### config.mk
export PLATFORM = sky130hd
export DESIGN_NAME = control_dispensador
export DESIGN_NICKNAME = d
export VERILOG_FILES = /design/src/rtl/control_dispensador.sv
export SDC_FILE = /design/constraint.sdc
export NUM_CORES = 1
export LEC_CHECK = 0
export ABC_AREA = 1
export BUFFER_PORTS_ARGS = -buffer_cell sky130_fd_sc_hd__buf_2
export CELL_PAD_IN_SITES_DETAIL_PLACEMENT = 1
export CELL_PAD_IN_SITES_GLOBAL_PLACEMENT = 2
export CORE_MARGIN = 5
export CORE_UTILIZATION = 32
export DETAILED_ROUTE_END_ITERATION = 10
export HOLD_SLACK_MARGIN = 0.02
export PLACE_DENSITY_LB_ADDON = 0.15
export REMOVE_ABC_BUFFERS = 1
export SETUP_SLACK_MARGIN = 0.15
export SLEW_MARGIN = 20
export SYNTH_ARGS = -nofsm -noshare
export SYNTH_HDL_FRONTEND = slang
export SYNTH_SLANG_ARGS = --single-unit
### constraint.sdc
create_clock -name clk -period 3.27 [get_ports clk]
set_input_delay 0.1635 -clock clk [delete_from_list [all_inputs] [get_ports clk]]
set_output_delay 0.1635 -clock clk [all_outputs]
set_load 0.01 [all_outputs]
### src/rtl/control_dispensador.sv
// rtl/control_dispensador.sv - vending machine credit, vend and change sequencer
//
// Tracks the inserted credit and runs the vend and change-return sequence. It also
// drives the 4-bit code for the 7-segment display: 4'b1010 idle, 4'b1011 dispensing,
// 4'b1100 returning change, 0-9 credit digit.
//
// Ports:
//   clk      in   system clock, rising edge
//   rst_n    in   asynchronous active-low reset
//   coin1    in   one-cycle pulse, 1-unit coin
//   coin2    in   one-cycle pulse, 2-unit coin
//   bprodu   in   product button (level)
//   bcancel  in   cancel button (level)
//   dispense out  high while product is released (DISP_CYCLES cycles per vend)
//   coin_ret out  one-cycle pulse per 1-unit coin returned
//   coin_rej out  one-cycle pulse when an inserted coin is refused
//   credit   out  current credit, 0..MAX_CREDIT
//   numerin  out  display code
module control_dispensador #(
  parameter int PRICE       = 3,
  parameter int MAX_CREDIT  = 9,
  parameter int DISP_CYCLES = 4
) (
  input  logic       clk,
  input  logic       rst_n,
  input  logic       coin1,
  input  logic       coin2,
  input  logic       bprodu,
  input  logic       bcancel,
  output logic       dispense,
  output logic       coin_ret,
  output logic       coin_rej,
  output logic [3:0] credit,
  output logic [3:0] numerin
);

  typedef enum logic [1:0] {IDLE, CREDIT, DISPENSE, CHANGE} state_t;

  localparam int         CNT_W     = (DISP_CYCLES > 1) ? $clog2(DISP_CYCLES) : 1;
  localparam logic [CNT_W-1:0] DISP_LAST = CNT_W'(DISP_CYCLES - 1);
  localparam logic [3:0] PRICE4    = 4'(PRICE);
  localparam logic [3:0] MAX4      = 4'(MAX_CREDIT);
  localparam logic [3:0] CODE_IDLE = 4'b1010;
  localparam logic [3:0] CODE_DISP = 4'b1011;
  localparam logic [3:0] CODE_CHG  = 4'b1100;

  state_t           state_q, state_n;
  logic [CNT_W-1:0] cnt_q, cnt_n;
  logic             phase_q, phase_n;   // CHANGE: 0 = pulse this cycle, 1 = gap cycle
  logic             prod_q, cancel_q;
  logic [3:0]       credit_n, numerin_n;
  logic             dispense_n, ret_n, rej_n;

  logic             prod_edge, cancel_edge, coin_any, fits;
  logic [3:0]       coin_val, coin_sum;

  assign prod_edge   = bprodu & ~prod_q;
  assign cancel_edge = bcancel & ~cancel_q;
  assign coin_any    = coin1 | coin2;
  assign coin_val    = (coin1 ? 4'd1 : 4'd0) + (coin2 ? 4'd2 : 4'd0);
  // Credit <= 9 and value <= 3, so the sum never wraps in 4 bits.
  assign coin_sum    = credit + coin_val;
  assign fits        = (coin_sum <= MAX4);

  always_ff @(posedge clk or negedge rst_n) begin
    if (!rst_n) begin
      state_q  <= IDLE;
      cnt_q    <= '0;
      phase_q  <= 1'b0;
      prod_q   <= 1'b0;
      cancel_q <= 1'b0;
      credit   <= 4'd0;
      dispense <= 1'b0;
      coin_ret <= 1'b0;
      coin_rej <= 1'b0;
      numerin  <= CODE_IDLE;
    end else begin
      state_q  <= state_n;
      cnt_q    <= cnt_n;
      phase_q  <= phase_n;
      prod_q   <= bprodu;
      cancel_q <= bcancel;
      credit   <= credit_n;
      dispense <= dispense_n;
      coin_ret <= ret_n;
      coin_rej <= rej_n;
      numerin  <= numerin_n;
    end
  end

  always_comb begin
    state_n  = state_q;
    cnt_n    = cnt_q;
    phase_n  = phase_q;
    credit_n = credit;
    ret_n    = 1'b0;
    rej_n    = 1'b0;

    case (state_q)
      IDLE: begin
        if (coin_any) begin
          if (fits) begin
            credit_n = coin_sum;
            state_n  = CREDIT;
          end else begin
            rej_n = 1'b1;
          end
        end
      end

      CREDIT: begin
        // A same-cycle coin is folded in whatever the buttons do.
        if (coin_any && fits)
          credit_n = coin_sum;
        else if (coin_any)
          rej_n = 1'b1;
        // Affordability uses the registered credit, not the coin-updated one.
        if (prod_edge && (credit >= PRICE4)) begin
          credit_n = credit_n - PRICE4;
          state_n  = DISPENSE;
          cnt_n    = '0;
        end else if (cancel_edge) begin
          state_n = CHANGE;
          phase_n = 1'b0;
        end
      end

      DISPENSE: begin
        rej_n = coin_any;
        if (cnt_q == DISP_LAST) begin
          state_n = (credit != 4'd0) ? CHANGE : IDLE;
          phase_n = 1'b0;
        end else begin
          cnt_n = cnt_q + CNT_W'(1);
        end
      end

      CHANGE: begin
        rej_n = coin_any;
        if (!phase_q) begin
          if (credit == 4'd0) begin
            state_n = IDLE;
          end else begin
            ret_n    = 1'b1;
            credit_n = credit - 4'd1;
            phase_n  = 1'b1;
          end
        end else begin
          phase_n = 1'b0;
          if (credit == 4'd0)
            state_n = IDLE;
        end
      end

      default: state_n = IDLE;
    endcase

    dispense_n = (state_n == DISPENSE);
    case (state_n)
      CREDIT:   numerin_n = credit_n;
      DISPENSE: numerin_n = CODE_DISP;
      CHANGE:   numerin_n = CODE_CHG;
      default:  numerin_n = CODE_IDLE;
    endcase
  end

endmodule

# Word level (Yosys, flattened, before mapping)
# Cells that the tools add are included.
word_totals:
  out_inout_bits: 11
  inputBits: 6
  latch_bits: 0
  ramBits: 0
  rom_bits: 0
  n_memories: 0
  register_bits: 18
classes:
  mul: 0
  bitwise_logic: 5
  order_cmp: 2
  mux: 34
  shifts: 0
  n_reduce_logical: 10
  n_div: 0
  addsub: 5
  eq_ne: 12
op_table:
  columns: ["op", "count"]
  rows:
  - ["4-bit 2-to-1 mux", 7]
  - ["4-bit one-hot mux with 3 select lines", 2]
  - ["2-bit 2-to-1 mux", 10]
  - ["1-bit 2-to-1 mux", 11]
  - ["2-bit == test, second input constant", 5]
  - ["2-bit != test, second input constant", 5]
  - ["2-bit one-hot mux with 4 select lines", 1]
  - ["1-bit one-hot mux with 3 select lines", 2]
  - ["4-bit by 3-bit adder with 4-bit output", 1]
  - ["2-bit by 1-bit == test with 1-bit output, second input constant", 2]
  - ["4-bit by 2-bit greater-or-equal comparator with 1-bit output, second input constant", 1]
  - ["4-bit less-or-equal comparator, second input constant", 1]
  - ["4-bit zero test", 1]
  - ["2-bit one-hot mux with 2 select lines", 1]
  - ["4-bit AND reduction", 1]
  - ["4-bit nonzero test", 1]
  - ["4-bit by 1-bit subtractor with 4-bit output, second input constant", 1]
  - ["4-bit by 2-bit subtractor with 4-bit output, second input constant", 1]
  - ["1-bit by 2-bit adder with 3-bit output", 1]
  - ["3-bit AND reduction", 1]
  - ["3-bit nonzero test", 1]
  - ["2-bit by 1-bit adder with 2-bit output, second input constant", 1]
  - ["1-bit bitwise AND", 2]
  - ["1-bit logical AND", 2]
  - ["other kinds (5)", 6]

# Depth between registers and ports, before layout
# Gate-level depths: netlist of run 1.
depth:
  depth_word: 11
  depth_mapped: 17

# Worst setup path before layout of run 1
# OpenSTA, ideal clock, no wires.
synth_path:
  kind: "register to register"
  start: "register credit[0]"
  end: "register numerin[1]"
  path_stages_with_launch: 15
  slack_ns: 0.866
  t_arrival_ns: 2.344
  cell_sequence: "dfrtp_1 -> ha_1 -> inv_1 -> fa_1 -> nand3_2 -> nand3_4 -> nand2_4 -> nand2_1 -> nand2_2 -> ha_1 -> nand3_1 -> nand3_1 -> a2bb2oi_1 -> nand2_1 -> nand2_1"
synth_between:
  elab_chain_cells: 9
  word_cells_on_any_way: 28
  cone_classes: "3 x add/sub; 2 x order compare; 3 x eq/ne; 16 x mux; 4 x reduce/logical"
synth_lines:
  columns: ["item", "line", "source"]
  rows:
  - ["start, declared", "33", "output logic [3:0] credit,"]
  - ["start signal, assigned", "83", "credit <= credit_n;"]
  - ["4-bit by 3-bit adder with 4-bit output", "62", "assign coin_sum = credit + coin_val;"]
  - ["4-bit less-or-equal comparator", "63", "assign fits = (coin_sum <= MAX4);"]
  - ["1-bit logical AND", "113", "if (coin_any && fits)"]
  - ["4-bit 2-to-1 mux", "113", null]
  - ["4-bit 2-to-1 mux", "99", "case (state_q)"]
  - ["4-bit by 2-bit subtractor with 4-bit output", "119", "credit_n = credit_n - PRICE4;"]
  - ["4-bit 2-to-1 mux", "118", "if (prod_edge && (credit >= PRICE4)) begin"]
  - ["4-bit one-hot mux with 3 select lines *", "99", null]
  - ["via credit_n[1]", "51", "logic [3:0] credit_n, numerin_n;"]
  - ["4-bit one-hot mux with 3 select lines *", "159", "case (state_n)"]
  - ["via numerin_n[1]", "51", null]
  - ["end signal, assigned", "87", "numerin <= numerin_n;"]
  - ["end, declared", "34", "output logic [3:0] numerin"]
# The timed path passes the listed nets; every way through them passes the cells marked *. The select of a mux whose other input is x is not followed.
# A chain may end at the register's enable or synchronous reset.

# Final worst setup path of run 1
# Ends and elaborated chain as after synthesis.

==> reports/results.tsv, run 1 <==
stage	metric	value	unit
finish	layout net count	192	
placed_design	GPL Wtd Cong	0.921	
grt	initial antenna violation count	0	
floorplanning	chip width	71.2	um
grt	first-pass GRT wire length	5.64	mm
drt	Routed Antenna Nets	0	
drt	Detailed Route WL	3.31	mm
min_path	Hold Path Class	input pin to flip-flop	
placed_design	# port buffers	16	
setup_path	Crit. Startpoint	credit[0]	
drt	DR iter-0 viols	35	
timing	maximum clock frequency	386	MHz
timing	Layout Skew	5.99	ps
drt	via count	1113	
clock_tree	TritonCTS buffer count	3	
timing	Hold Fails Final Rpt	0	
grt	vias in the first global route	1206	
placed_design	dpl ws	693	ps
finish	Layout area overhead	17.1	%
timing	setup violators final	0	
pwr	PwrDens	1120	nW/um^2
clock_tree	CTS clk-pin slew, worst paths	70	ps
drt	DR vias/cell	4.92	
drt	First-pass DRT Iterations	4	
yosys	Yosys cell types	28	
timing	RSZ-0062 raised after global routing	false	
floorplanning	I/O Pins	17	
setup_path	CP endpoint	numerin[1]	
grt	Congestion Overflow GR	0	
setup_path	Reg-to-Reg End	numerin[1]	
setup_path	Crit Path Class	flip-flop to flip-flop	
setup_path	register-to-register setup slack	680	ps
floorplanning	Die ar.	5070	um^2
yosys	Yosys top cell by area	dfrtp_1	
yosys	Synth top area share	33.4	%
timing	setup_tns	0	ps
grt	gr usage total	13.9	%
timing	max_slew headroom	68.8	%
drt	Residual DRC	0	
timing	minimum clock period	2590	ps
grt	met1 usage	17.1	%
clock_tree	Clock Sinks	18	
floorplanning	Rows	22	
grt	busiest grt layer	met2	
finish	share of cells above drive strength 1	21.3	%
floorplanning	Placeable Area	3630	um^2
clock_tree	Post-CTS Resized	0	
grt	met3 usage	2.81	%
floorplanning	Die Height	71.2	um
yosys	Syn. warnings	0	
finish	Antenna Cells	0	
placed_design	Detail Placement HPWL	2.75	mm
min_path	hold path start	bprodu	
setup_path	worst r2r src	credit[0]	
clock_tree	CTS tree	yes	
yosys	mapped cell area	1200	um^2
clock_tree	CTS max path bufs	2	
yosys	post-synthesis sequential area ratio	37.7	%
timing	Final Worst Setup Slack	682	ps
clock_tree	clock latency on the worst-skew pair	260	ps
setup_path	crit path max fanout	7	
yosys	Area contributors post-synth	dfrtp_1 33%, nand2_1 11%, inv_1 8.1%, nand3_1 7.5%, ha_1 6.3%	
yosys	Post-Synthesis Cells	157	
clock_tree	H-Tree Depth	1	
yosys	Yosys reg bits	18	
clock_tree	CTS root buf	clkbuf_8	
setup_path	CP Capture Type	flip-flop	
grt	M2 GR Usage	25.4	%
timing	Tcrit/Tclk final	79.1	%
timing	hold_ws	27.9	ps
floorplanning	initial core utilization	33.0	%
drt	post-DR wirelength/cell	14.7	um
setup_path	crit path DAT	2790	ps
pwr	Leakage	0.730	nW
pwr	maximum VDD drop	0.348	mV
pwr	PnR Total Power	1.57	mW
timing	Slew Viols, Final	0	
timing	Least-Margin Pin Slew	467	ps
setup_path	Setup crit start kind	flip-flop	
grt	largest net degree at the start of global routing	19	
finish	# fillers	484	
yosys	Post-Syn Area per Cell	7.64	um^2
run_status	status	finished, final reports clean	
setup_path	Worst Reg-to-Reg Cells	14	
run	max_cap viols	0	
setup_path	Required @ worst endpoint	3470	ps
registers in the layout, indices dropped and copies added (netlist names):
| register | flops |
|---|---|
| state_q | 2 |
| numerin | 4 |
| coin_ret | 1 |
| phase_q | 1 |
| cnt_q | 2 |
| coin_rej | 1 |
| credit | 4 |
| cancel_q | 1 |
| prod_q | 1 |
| dispense | 1 |
how the worst min path moves through the flow:
| stage | to | slack [ps] | cells after the start |
|---|---|---|---|
| 6_report | prod_q | 30 | 1 |
| 5_1_grt | prod_q | 20 | 1 |
| 4_1_cts | prod_q | 30 | 1 |
| 3_5_place_dp | coin_rej | 120 | 1 |
| 3_3_place_gp | prod_q | 120 | 1 |
| 2_1_floorplan | cancel_q | -130 | 0 |
placed cells by master (no fill, tap or decap), types with 2 or more instances in the layout:
cell type / Yosys / routed
o211ai_1: 4 / 4
a21oi_1: 6 / 6
nand3_1: 18 / 18
nand4_1: 2 / 2
ha_1: 6 / 6
nand2_2: 5 / 5
inv_2: 3 / 3
o21ai_0: 4 / 4
dfrtp_1: 16 / 16
inv_1: 26 / 26
nor2_2: 2 / 2
clkbuf_8: 0 / 4
dfstp_2: 2 / 2
nand2_1: 36 / 36
nor2_1: 13 / 13
buf_2: 0 / 16
stage by stage:
| stage | utilization, % | instance area [um^2] | cells |
|---|---|---|---|
| floorplan | - | 1200 | 157 |
| global placement | 36.9 | 1340 | 221 |
| detailed placement | 36.9 | 1340 | 221 |
| CTS | 38.7 | 1410 | 226 |
| global route | 38.7 | 1410 | 226 |
| finish | 38.7 | 1410 | 226 |
synthesized netlist by cell type, drive strengths merged:
master    n
fa        1
nand2    42
ha        6
a2bb2oi   1
a21oi     6
dfrtp    16
a32o      1
o21ai     5
nand4     2
nor2     16
dfstp     2
o211ai    4
or2       1
a21boi    1
inv      29
a22oi     1
a22o      2
nand3b    1
nand3    20
report_power, final:
| group | leakage [nW] | internal (mW) | switching [mW] |
|---|---|---|---|
| Clock | 0.0288 | 0.107 | 0.0749 |
| Sequential | 0.208 | 0.328 | 0.0939 |
| Combinational | 0.493 | 0.347 | 0.621 |
what timing repair did:
item                      4_1_cts  5_1_grt
hold buffers                    1        0
hold endpoints to repair       16        0
buffers inserted                0        0
metal layers:
layer,up-vias,part of all wire (%)
met5,-,0
met4,0,0
met3,0,2.7
met2,12,52
met1,555,45
li1,546,-
cell type report:
cell class,count,area [um^2],area share (%)
Inverter,29,109,7.75
Tap cell,48,60.1,4.27
Timing Repair Buffer,17,90.1,6.41
Multi-Input combinational cell,110,638,45.4
Sequential cell,18,453,32.2
Clock buffer,4,55.1,3.92
worst max-delay path, stage by stage, from the launching register on:
cell,delay [ps]
dfrtp_1,460
ha_1,230
inv_1,60
fa_1,520
nand3_2,100
nand3_4,130
nand2_4,70
nand2_1,90
nand2_2,90
ha_1,280
nand3_1,70
nand3_1,100
a2bb2oi_1,200
nand2_1,70
nand2_1,70
cell families after synthesis:
logic type	synth area share (%)
buf+inv	9.07
simple gates	32.8
fa+ha+maj	7.92
compound gates	12.4
flops	37.7
Note: power is estimated with default switching activity, not from simulation.
==> run 2: changes to the inputs <==
clock period = 2.5 ns   (was 3.27 ns; I/O delays follow)
==> reports/results.tsv, run 2 (synthesized netlist as in run 1, its figures left out) <==
stage	metric	value	unit	change
finish	# fillers	450		-7.0%
setup_path	Crit Path Class	flip-flop to flip-flop		
drt	Residual DRC	0		unchanged
floorplanning	Placeable Area	3630	um^2	unchanged
run	max_cap viols	0		unchanged
drt	met1 wire length	1.52	mm	+0.66%
setup_path	Reg-to-Reg End	numerin[2]		
finish	layout net count	207		+7.8%
timing	Least-Margin Pin Slew	543	ps	+76.2 ps
pwr	Leakage	0.827	nW	+13%
pwr	PnR Total Power	2.58	mW	+64%
finish	most frequent cells in the layout	30 x nand2_1, 24 x inv_1, 16 x dfrtp_1, 16 x buf_2, 15 x nand3_1		
floorplanning	Die ar.	5070	um^2	unchanged
setup_path	register-to-register setup slack	120	ps	-560 ps
clock_tree	CTS tree	yes		
floorplanning	I/O Pins	17		unchanged
grt	largest net degree at the start of global routing	19		unchanged
drt	Routed Antenna Nets	0		unchanged
floorplanning	Rows	22		unchanged
finish	Antenna Cells	0		unchanged
min_path	hold path start	coin1		
placed_design	GPL Wtd Cong	0.902		-2.0%
timing	setup_tns	0	ps	unchanged
timing	Slew Viols, Final	0		unchanged
timing	Layout Skew	6.66	ps	+0.667 ps
timing	max_slew headroom	63.7	%	-5.1 points
pwr	PwrDens	1590	nW/um^2	+42%
timing	hold_ws	171	ps	+143 ps
drt	met2 WL	2.12	mm	+23%
drt	post-DR wirelength/cell	15.8	um	+7.9%
clock_tree	TritonCTS buffer count	3		unchanged
clock_tree	clock latency on the worst-skew pair	260	ps	about the same
finish	commonest non-fill, non-tap cell in the layout	nand2_1		
min_path	Hold Path Class	input pin to flip-flop		
setup_path	crit path DAT	2540	ps	-250 ps
drt	DR WL met3	99	um	+10%
timing	setup violators final	0		unchanged
setup_path	Worst Reg-to-Reg Cells	14		unchanged
clock_tree	CTS clk-pin slew, worst paths	80	ps	about the same
drt	First-pass DRT Iterations	2		-2
clock_tree	CTS root buf	clkbuf_8		
drt	DR iter-0 viols	20		-43%
setup_path	Required @ worst endpoint	2660	ps	-810 ps
drt	via count	1189		+6.8%
timing	Tcrit/Tclk final	95.2	%	+16 points
pwr	maximum VDD drop	0.479	mV	+38%
setup_path	Setup crit start kind	flip-flop		
min_path	hold worst-path end	coin_rej		
timing	maximum clock frequency	420	MHz	+8.7%
floorplanning	Die Height	71.2	um	unchanged
clock_tree	CTS max path bufs	2		unchanged
grt	initial antenna violation count	0		unchanged
setup_path	CP Capture Type	flip-flop		
setup_path	worst r2r src	credit[0]		
floorplanning	chip width	71.2	um	unchanged
clock_tree	H-Tree Depth	1		unchanged
timing	RSZ-0062 raised after global routing	true		
placed_design	# port buffers	16		unchanged
timing	Hold Fails Final Rpt	0		unchanged
grt	Congestion Overflow GR	0		unchanged
finish	Layout area overhead	35.0	%	
grt	gr usage total	15.4	%	+1.5 points
drt	DR vias/cell	4.93		+0.18%
finish	biggest regs	credit: 4 flops, numerin: 4 flops		
grt	vias in the first global route	1301		+7.9%
placed_design	Post-Place Cells	225		+1.8%
setup_path	crit path max fanout	5		-2
clock_tree	Clock Sinks	18		unchanged
floorplanning	initial core utilization	33.0	%	unchanged
min_path	Hold Path Depth	3		+2
finish	share of cells above drive strength 1	35.2	%	+14 points
drt	Detailed Route WL	3.81	mm	+15%
grt	first-pass GRT wire length	6.16	mm	+9.3%
run_status	status	finished, final reports clean		
finish	fin cells	241		+6.6%
placed_design	Detail Placement HPWL	2.72	mm	-1.3%
timing	minimum clock period	2380	ps	-208 ps
drt	DR top layer	met4		
==> run 2: cell count changes in the layout (fill, tap and decap cells not counted), moves of 3 or more <==
cell,previous run,this run
buf_4,0,11
nand2_1,36,30
nand2_4,1,6
nand3_1,18,15
nand3_2,1,4
==> run 2: repair_timing <==
item	4_1_cts	5_1_grt
buffers inserted	6	3
cloned	0	0
pin swaps	13	12
gates resized for setup	14	13
endpoints found under the hold margin	18	0
setup endpoints to repair	4	7
hold buffers	3	0
==> run 2: metrics by stage <==
stage	utilization, %	worst slack [ps]	instance area (um^2)
global placement	37.7	143	1370
floorplan	-	95.7	1200
CTS	42.6	138	1550
detailed placement	37.7	70.8	1370
global route	44.6	17.0	1620
finish	44.6	120	1620
==> run 2: critical path: stages, from the launching register on <==
cell and delay (ps):
dfrtp_1 360, ha_2 190, inv_2 40, fa_2 530, nand3_2 80, nand3_4 130, nand3b_1 160, nand2_2 150
ha_4 140, nor2_2 40, or2_1 220, nand3_2 80, nand2_1 60, nand3_1 60, nand2_1 50
==> run 2: metal layers <==
| layer | vias to the layer above | GRT usage [%] |
|---|---|---|
| li1 | 578 | - |
| met1 | 581 | 16.7 |
| met2 | 20 | 29.4 |
| met3 | 10 | 3.37 |
| met4 | 0 | 4.80 |
| met5 | - | 0 |
==> run 2: cell type report <==
type	instances	area [um^2]	area share, %
multi-input cells	110	728	44.9
inverters	29	109	6.72
flip-flops and latches	18	453	28.0
repair buffers	32	215	13.3
clock buffers	4	55.1	3.40
well taps	48	60.1	3.71
==> run 2: how the worst max path moves through the flow <==
stage / start / end / slack [ps] / cells past startpoint
finish: credit[0] / numerin[2] / 120 / 14
global route: credit[0] / numerin[2] / 20 / 14
CTS: credit[0] / numerin[2] / 140 / 14
detailed placement: credit[0] / credit[2] / 70 / 13
global placement: credit[0] / numerin[1] / 140 / 13
floorplan: credit[0] / numerin[1] / 100 / 14
==> run 2: power by group <==
group | switching (mW) | internal [mW] | total (mW) | leakage [nW]
Clock | 0.105 | 0.140 | 0.246 | 0.0288
Combinational | 1.06 | 0.745 | 1.81 | 0.590
Sequential | 0.0951 | 0.429 | 0.524 | 0.208
Total | 1.26 | 1.31 | 2.58 | 0.827
==> run 3: changes to the inputs <==
REMOVE_ABC_BUFFERS = default   (was 1)
==> reports/results.tsv, run 3 (synthesized netlist as in run 1, its figures left out) <==
stage	metric	value	unit	change
placed_design	Detail Placement HPWL	2.85	mm	+4.9%
timing	Tcrit/Tclk final	95.6	%	+0.45 points
clock_tree	Clock Sinks	18		unchanged
drt	Detailed Route WL	3.74	mm	-1.9%
finish	Layout area overhead	37.3	%	
drt	post-DR wirelength/cell	15.3	um	-3.5%
min_path	Hold Path Depth	3		unchanged
placed_design	# port buffers	16		unchanged
grt	initial antenna violation count	0		unchanged
timing	Final Worst Setup Slack	109	ps	-11.2 ps
floorplanning	Die Height	71.2	um	unchanged
drt	First-pass DRT Iterations	4		+2
floorplanning	chip width	71.2	um	unchanged
grt	gr usage total	15.5	%	+0.10 points
placed_design	placed cell areas	1370	um^2	about the same
finish	fin cells	245		+1.7%
drt	Residual DRC	0		unchanged
grt	vias in the first global route	1289		-0.92%
min_path	hold path start	coin2		
grt	first-pass GRT wire length	6.14	mm	-0.32%
setup_path	crit path DAT	2560	ps	+20 ps
floorplanning	I/O Pins	17		unchanged
placed_design	Post-Place Cells	225		unchanged
timing	Least-Margin Pin Slew	575	ps	+31.6 ps
setup_path	Crit Path Class	flip-flop to flip-flop		
placed_design	GPL Wtd Cong	0.860		-4.7%
clock_tree	clock latency on the worst-skew pair	270	ps	about the same
setup_path	crit path max fanout	4		-1
placed_design	dpl ws	-26.9	ps	-97.6 ps
run	max_cap viols	0		unchanged
setup_path	register-to-register setup slack	110	ps	about the same
floorplanning	Placeable Area	3630	um^2	unchanged
pwr	PnR Total Power	2.56	mW	-0.55%
finish	layout net count	211		+1.9%
drt	DR vias/cell	4.76		-3.5%
clock_tree	CTS root buf	clkbuf_8		
setup_path	Crit. Startpoint	credit[0]		
clock_tree	CTS max path bufs	2		unchanged
clock_tree	CTS tree	yes		
timing	setup violators final	0		unchanged
run_status	status	finished, final reports clean		
drt	DR iter-0 viols	15		-25%
floorplanning	Die ar.	5070	um^2	unchanged
finish	Antenna Cells	0		unchanged
yosys	syn_nets	170		
finish	share of cells above drive strength 1	37.1	%	+1.8 points
drt	Routed Antenna Nets	0		unchanged
finish	biggest regs	credit: 4 flops, numerin: 4 flops		
min_path	hold worst-path end	coin_rej		
timing	max_slew headroom	61.6	%	-2.1 points
setup_path	Reg-to-Reg End	credit[1]		
timing	RSZ-0062 raised after global routing	true		
pwr	Leakage	0.835	nW	+0.97%
floorplanning	Rows	22		unchanged
timing	minimum clock period	2390	ps	+11.2 ps
pwr	PwrDens	1550	nW/um^2	-2.2%
finish	# fillers	459		+2.0%
finish	most frequent cells in the layout	31 x nand2_1, 24 x inv_1, 17 x buf_4, 16 x buf_2, 15 x dfrtp_1		
timing	maximum clock frequency	418	MHz	-0.47%
clock_tree	TritonCTS buffer count	3		unchanged
drt	via count	1166		-1.9%
setup_path	Setup crit start kind	flip-flop		
setup_path	Required @ worst endpoint	2670	ps	about the same
finish	commonest non-fill, non-tap cell in the layout	nand2_1		
timing	Slew Viols, Final	0		unchanged
pwr	maximum VDD drop	0.460	mV	-3.9%
timing	Layout Skew	13.7	ps	+7.03 ps
setup_path	worst r2r src	credit[0]		
clock_tree	H-Tree Depth	1		unchanged
finish	fin area	1650	um^2	+1.7%
grt	largest net degree at the start of global routing	19		unchanged
min_path	Hold Path Class	input pin to flip-flop		
floorplanning	initial core utilization	33.0	%	unchanged
timing	Hold Fails Final Rpt	0		unchanged
clock_tree	CTS clk-pin slew, worst paths	80	ps	about the same
setup_path	Worst Reg-to-Reg Cells	13		-1
setup_path	CP Capture Type	flip-flop		
grt	Congestion Overflow GR	0		unchanged
-- run 3: per-layer routing --
metal	vias to the layer above	track usage [%]	part of all wire, %
met3	6	2.66	3.2
met1	554	17.2	41
met5	-	0	0
met4	0	2.51	1.3
li1	585	-	-
met2	21	30.7	55
-- run 3: worst max-delay path by stage --
stage,slack [ps],depth (start not counted),to
2_1_floorplan,160,14,numerin[1]
3_3_place_gp,10,13,numerin[1]
3_5_place_dp,-30,14,numerin[1]
4_1_cts,150,14,numerin[1]
5_1_grt,30,14,numerin[1]
6_report,110,13,credit[1]
-- run 3: area by class of cell --
class	instances	area (um^2)	area share, %
flip-flops and latches	18	454	27.6
repair buffers	36	238	14.4
multi-input cells	110	732	44.4
inverters	29	109	6.61
well taps	48	60.1	3.64
clock buffers	4	55.1	3.34
-- run 3: repair_timing --
item	CTS	global route
hold endpoints to repair	18	0
endpoints found under the setup margin	4	4
gates cloned	0	0
buffers inserted	7	6
pin swaps	7	18
hold buffers	3	0
gates resized for setup	13	10
-- run 3: power by group --
part / internal [mW] / switching (mW)
Combinational: 0.770 / 1.02
Clock: 0.140 / 0.111
Sequential: 0.431 / 0.0942
Total: 1.34 / 1.22
-- run 3: through the flow --
step	hold slack, ps	utilization, %	TNS [ps]
floorplan	-171	-	0
global placement	90.7	37.7	0
detailed placement	96.8	37.7	-26.9
CTS	185	43.1	0
global route	247	45.4	0
finish	192	45.4	0
-- run 3: critical path, cell delays in order (launching register included) --
cell and delay, ps:
dfrtp_2 400, ha_4 140, inv_2 40, fa_2 580, nand3_2 100, nand3_4 110, nand2_4 90, nand2_4 90
nand2_4 70, ha_4 240, nand3_2 60, nand3_2 60, a2bb2oi_2 180, buf_4 140
